### config.mk
export PLATFORM = sky130hd
export DESIGN_NAME = alu_seq_ctrl
export DESIGN_NICKNAME = d
export VERILOG_FILES = /design/src/rtl/alu_seq_ctrl.sv
export SDC_FILE = /design/constraint.sdc
export NUM_CORES = 1
export LEC_CHECK = 0
export ABC_AREA = 0
export CELL_PAD_IN_SITES_DETAIL_PLACEMENT = 1
export CELL_PAD_IN_SITES_GLOBAL_PLACEMENT = 1
export CORE_ASPECT_RATIO = 1.4
export CORE_MARGIN = 5
export CORE_UTILIZATION = 30
export CTS_CLUSTER_DIAMETER = 150
export DETAILED_ROUTE_END_ITERATION = 8
export DONT_BUFFER_PORTS = 1
export GPL_ROUTABILITY_DRIVEN = 1
export PLACE_DENSITY = 0.58
export SYNTH_ARGS = -nofsm -noshare
export SYNTH_HDL_FRONTEND = slang
export SYNTH_SLANG_ARGS = --single-unit
### constraint.sdc
create_clock -name clk -period 2.6 [get_ports clk]
set_input_delay 0.26 -clock clk [delete_from_list [all_inputs] [get_ports clk]]
set_output_delay 0.26 -clock clk [all_outputs]
set_load 0.01 [all_outputs]
### src/rtl/alu_seq_ctrl.sv
// Accumulator sequencer: takes one command at a time, drives the external ALU for a single
// EXEC cycle, folds the result into the accumulator and holds a response until it is taken.
module alu_seq_ctrl #(
    parameter int DATA_W = 32,
    parameter int OP_W   = 5,
    parameter int MAX_OP = 6,
    parameter int CNT_W  = 16
) (
    input  logic              clk,
    input  logic              rst,
    input  logic              cmd_valid,
    output logic              cmd_ready,
    input  logic [OP_W-1:0]   cmd_op,
    input  logic [1:0]        cmd_mode,
    input  logic [DATA_W-1:0] cmd_imm,
    output logic [DATA_W-1:0] alu_a,
    output logic [DATA_W-1:0] alu_b,
    output logic [OP_W-1:0]   alu_op,
    input  logic [DATA_W-1:0] alu_out,
    output logic              rsp_valid,
    input  logic              rsp_ready,
    output logic [DATA_W-1:0] rsp_data,
    output logic              rsp_err,
    output logic [DATA_W-1:0] acc,
    output logic [CNT_W-1:0]  cmd_cnt
);

    localparam logic [1:0] ST_IDLE = 2'd0;
    localparam logic [1:0] ST_EXEC = 2'd1;
    localparam logic [1:0] ST_RESP = 2'd2;

    localparam logic [1:0] MODE_IMM_ACC = 2'b01;
    localparam logic [1:0] MODE_LOAD    = 2'b10;
    localparam logic [1:0] MODE_ACC_ACC = 2'b11;

    logic [1:0]        r_state;
    logic [OP_W-1:0]   r_op;
    logic [1:0]        r_mode;
    logic [DATA_W-1:0] r_imm;
    logic [DATA_W-1:0] r_acc;
    logic [DATA_W-1:0] r_rsp_data;
    logic              r_rsp_err;
    logic [CNT_W-1:0]  r_cnt;

    logic              w_illegal;
    logic              w_load;
    logic [DATA_W-1:0] w_alu_a;
    logic [DATA_W-1:0] w_alu_b;
    logic [OP_W-1:0]   w_alu_op;
    logic [DATA_W-1:0] w_acc_next;

    assign w_load    = (r_mode == MODE_LOAD);
    assign w_illegal = !w_load && (r_op > OP_W'(MAX_OP));

    // ALU is only ever driven during EXEC; LOAD and illegal opcodes present op 0.
    always_comb begin
        w_alu_a  = '0;
        w_alu_b  = '0;
        w_alu_op = '0;
        if (r_state == ST_EXEC && !w_load) begin
            case (r_mode)
                MODE_IMM_ACC: begin w_alu_a = r_imm; w_alu_b = r_acc; end
                MODE_ACC_ACC: begin w_alu_a = r_acc; w_alu_b = r_acc; end
                default:      begin w_alu_a = r_acc; w_alu_b = r_imm; end
            endcase
            w_alu_op = w_illegal ? '0 : r_op;
        end
    end

    always_comb begin
        w_acc_next = r_acc;
        if (w_load)
            w_acc_next = r_imm;
        else if (!w_illegal && r_op != '0)
            w_acc_next = alu_out;
    end

    always_ff @(posedge clk or posedge rst) begin
        if (rst) begin
            r_state    <= ST_IDLE;
            r_op       <= '0;
            r_mode     <= '0;
            r_imm      <= '0;
            r_acc      <= '0;
            r_rsp_data <= '0;
            r_rsp_err  <= 1'b0;
            r_cnt      <= '0;
        end else begin
            case (r_state)
                ST_IDLE: begin
                    if (cmd_valid) begin
                        r_op    <= cmd_op;
                        r_mode  <= cmd_mode;
                        r_imm   <= cmd_imm;
                        r_state <= ST_EXEC;
                    end
                end
                ST_EXEC: begin
                    r_acc      <= w_acc_next;
                    r_rsp_data <= w_acc_next;
                    r_rsp_err  <= w_illegal;
                    r_state    <= ST_RESP;
                end
                ST_RESP: begin
                    if (rsp_ready) begin
                        if (r_cnt != '1)
                            r_cnt <= r_cnt + 1'b1;
                        r_state <= ST_IDLE;
                    end
                end
                default: r_state <= ST_IDLE;
            endcase
        end
    end

    assign cmd_ready = (r_state == ST_IDLE) && !rst;
    assign rsp_valid = (r_state == ST_RESP);
    assign rsp_data  = r_rsp_data;
    assign rsp_err   = r_rsp_err;
    assign acc       = r_acc;
    assign cmd_cnt   = r_cnt;
    assign alu_a     = w_alu_a;
    assign alu_b     = w_alu_b;
    assign alu_op    = w_alu_op;

endmodule
==> impl_metrics.py <==
metrics = {
    "critical_path": {
        "path_max_fanout": 65,
        "worst-setup-path-type": "reg -> out",
        "crit_path_end_kind": "output port",
        "cp_slowest_cell": "dfrtp_2",
        "crit_required_ns": 2.34,
        "cp_num_buf_inv": 3,
        "arrival_ns": 2.16,
        "worstPathCellList": "nand2b_2, buf_4, nand2b_2, buf_12, a21oi_1, buf_4",
        "critical_path.top_delay_family": "flip-flops",
        "start_kind": "flop",
        "critPathMaxStageDelay_ns": 0.65,
    },
    "global_routing": {
        "antenna_found_initial": 1,
        "grt_pass1_wl_mm": 23.52,
        "grt_max_degree": 66,
        "grt.total_usage_pct": 14.63,
        "overflow": 0,
        "grt_pass1_vias": 4067,
    },
    "synth": {
        "yosysTopAreaCell": "dfrtp_1",
        "netlist.area_leader.share_pct": 41.84,
        "ys_ff_latch": 90,
        "synth_top_family_by_area": "multiplexers",
        "synthAdderAreaFrac_pct": 0.2325,
        "ys_types": 41,
        "synth_area_mm2": 0.005383,
        "syn_avg_cell_area_um2": 10.77,
        "synth_compound_area_share_pct": 5.486,
        "synthXorXnorAreaFrac_pct": 1.627,
        "yosys.area_share.simple_pct": 11.79,
        "yosys_warnings": 0,
        "synth_mux_area_share_pct": 30.43,
        "synthCells": 500,
        "ys_top_cells_by_area": "dfrtp_1 (42%), mux2_2 (15%), mux2_4 (8.6%), mux2i_1 (6.5%), buf_4 (5.0%)",
        "ys_seq_area_share_pct": 41.84,
    },
    "timing": {
        "setup_violations": 0,
        "finalHoldViolations": 0,
        "fin_setup_tns_ns": 0,
        "fmax_mhz": 413.7,
        "slew_headroom_pct": 60.44,
        "tightest_slew_ns": 0.5890,
        "min_period_ns": 2.417,
        "skew_ns": 0.009765,
        "rsz0062_at_grt": "false",
        "maxSlewViolCount": 0,
        "timing.final.crit_share_pct": 92.97,
    },
    "die": {
        "initial_utilization_pct": 30.27,
        "fp.dieH_um": 168.5,
        "die_area_mm2": 0.02076,
        "rows": 58,
        "coreArea_mm2": 0.01778,
        "die_w_um": 123.2,
        "ios": 227,
    },
    "drt": {
        "drc": 0,
        "dr.pass1.iters": 4,
        "wl_mm": 15.31,
        "avgRoutedWirePerCell_um": 21.26,
        "ant_nets": 0,
        "drt_iter0_markers": 163,
        "vias": 3666,
        "viasPerCell": 5.092,
    },
    "cells_and_area": {
        "fillers": 2002,
        "stdcell_count": 720,
        "multi_input_area_mm2": 0.002688,
        "drive_gt1_share_pct": 33.40,
        "nNetsFinal": 551,
        "area_growth_pct": 8.020,
        "regArea_mm2": 0.002253,
        "mostFrequentLayoutCell": "dfrtp_1",
        "fin_area_mm2": 0.005814,
        "mostFrequentLayoutCells": "dfrtp_1 (89), mux2_2 (73), nand2_1 (71)",
    },
    "power_and_ir_drop": {
        "intPower_mw": 4.464,
        "p_leak_nw": 2.647,
        "p_comb_share_pct": 42.3,
        "seq_power_share_pct": 40.8,
        "ir_drop_mv": 0.4799,
        "power_switching_mw": 3.336,
        "p_clk_share_pct": 17.0,
        "swShare_pct": 42.77,
        "power_density_mw_per_mm2": 1341,
    },
    "clock_tree": {
        "cts_made_buffers": 9,
        "clk_pin_slew_ns": 0.07,
        "cts_tree": "built",
        "cts_sinks": 90,
        "cts_root_buffer": "clkbuf_16",
        "cts_resized": 0,
        "cts_post_setup_buffers_inserted": 0,
        "htree_num_levels": 3,
        "ctsLongestPathBuffers": 2,
        "clk_latency_ns": 0.34,
    },
    "placed_design": {
        "hpwl_mm": 10.99,
        "io_buffers": 0,
        "dp_cells": 703,
        "routabilityCongestion": 0.7759,
        "dpl-instance-area_mm2": 0.005512,
    },
    "outcome": {
        "status": "complete, no violations",
    },
    "run": {
        "cap_viol_max_count": 0,
    },
    "hold_path": {
        "hold_path_class": "in -> reg",
    },
}
==> timing repair <==
action                                  in CTS  in global routing
hold buffers                                 1                  0
endpoints found under the setup margin       0                  0
hold endpoints to repair                    35                  0
==> kinds of logic (layout without fill, tap and decap cells) <==
group                      count (synthesis)  count (layout)
muxes                                    139             139
and+or+nand+nor                          139             139
DFF                                       90              90
buffers and inverters                     69              47
AOI/OAI and AO/OA                         51              51
xor gates and xnor gates                  10              10
adders and majority gates                  1               1
other                                      1               3
==> power by group through the flow <==
stage / combinational (mW) / sequential, mW / clock [mW]
after floorplan: 3.25 / 2.72 / 0
after CTS: 3.37 / 3.20 / 1.38
final: 3.30 / 3.18 / 1.32
after global placement: 3.23 / 3.18 / 0
after global routing: 3.61 / 3.32 / 1.44
after detailed placement: 3.36 / 3.22 / 0
==> cell type report <==
cell class | instances | share of cell area, %
tap | 240 | 5.165
inverter | 4 | 0.3013
antenna | 1 | 0.04304
clock inverter | 6 | 1.119
sequential | 90 | 38.76
multi-input combinational | 342 | 46.22
timing repair buffer | 28 | 4.519
clock buffer | 9 | 3.873
==> state kept, by name, indices dropped and copies added, names as in the netlist <==
| signal | cells |
|---|---|
| r_mode | 2 |
| rsp_data | 32 |
| rsp_err | 1 |
| r_imm | 32 |
| r_state | 2 |
| r_op | 5 |
| cmd_cnt | 16 |
==> through the flow <==
stage               power, mW  hold slack [ns]  setup slack [ns]  utilization (%)
floorplan               5.968           0.3676          0.004743                -
global placement        6.412           0.1906            0.5306            31.00
detailed placement      6.578           0.1958            0.4313            31.00
CTS                     7.945         0.006299            0.1439            32.69
global route            8.374          0.01588           0.05174            32.70
finish                  7.799          0.02217            0.1827            32.70
==> cells in the mapped netlist <==
library cell	instances
nor4_4	1
and3_2	3
o21bai_1	1
inv_1	4
buf_8	5
mux2_4	31
buf_2	7
a211oi_1	2
or2b_2	1
nor3_1	1
xor2_1	9
and3_1	2
dfrtp_1	90
a21oi_1	40
nor4_1	2
and2_1	2
mux2_2	73
nor3b_1	2
nand3_1	5
a21boi_2	1
nand2_1	71
a21boi_0	1
nand4_1	5
buf_4	36
a311oi_2	1
and4b_1	1
xnor2_1	1
and4_1	2
a21o_4	1
nor2_1	34
nor2b_1	2
conb_1	1
clkbuf_1	11
nand2b_1	4
o21ai_0	2
a31oi_1	1
ha_1	1
mux2i_1	35
buf_1	6
o31ai_1	1
and3b_1	1
==> per-layer routing <==
layer  track usage [%]  vias to the layer above  wire length [um]
met5                 0                        -                 0
met4             4.916                        0               289
met3             4.579                       18              1020
met2             26.18                      119              8337
met1             16.15                     1890              5658
li1                  -                     1639                 -
==> path summary, 6_finish.rpt <==
path / startpoint / endpoint / slack [ns] / cells past startpoint
hold reg to reg: r_op[4] / r_op[4] / 0.54 / 1
min in group asynchronous: rst / cmd_cnt[13] / 0.45 / 2
max in group asynchronous: rst / rsp_data[14] / 1.52 / 3
setup reg to reg: r_mode[0] / rsp_data[21] / 0.44 / 4
setup / recovery: r_mode[0] / alu_a[30] / 0.18 / 6
hold / removal: rsp_ready / r_state[1] / 0.02 / 1
(Power assumes the default switching activity.)
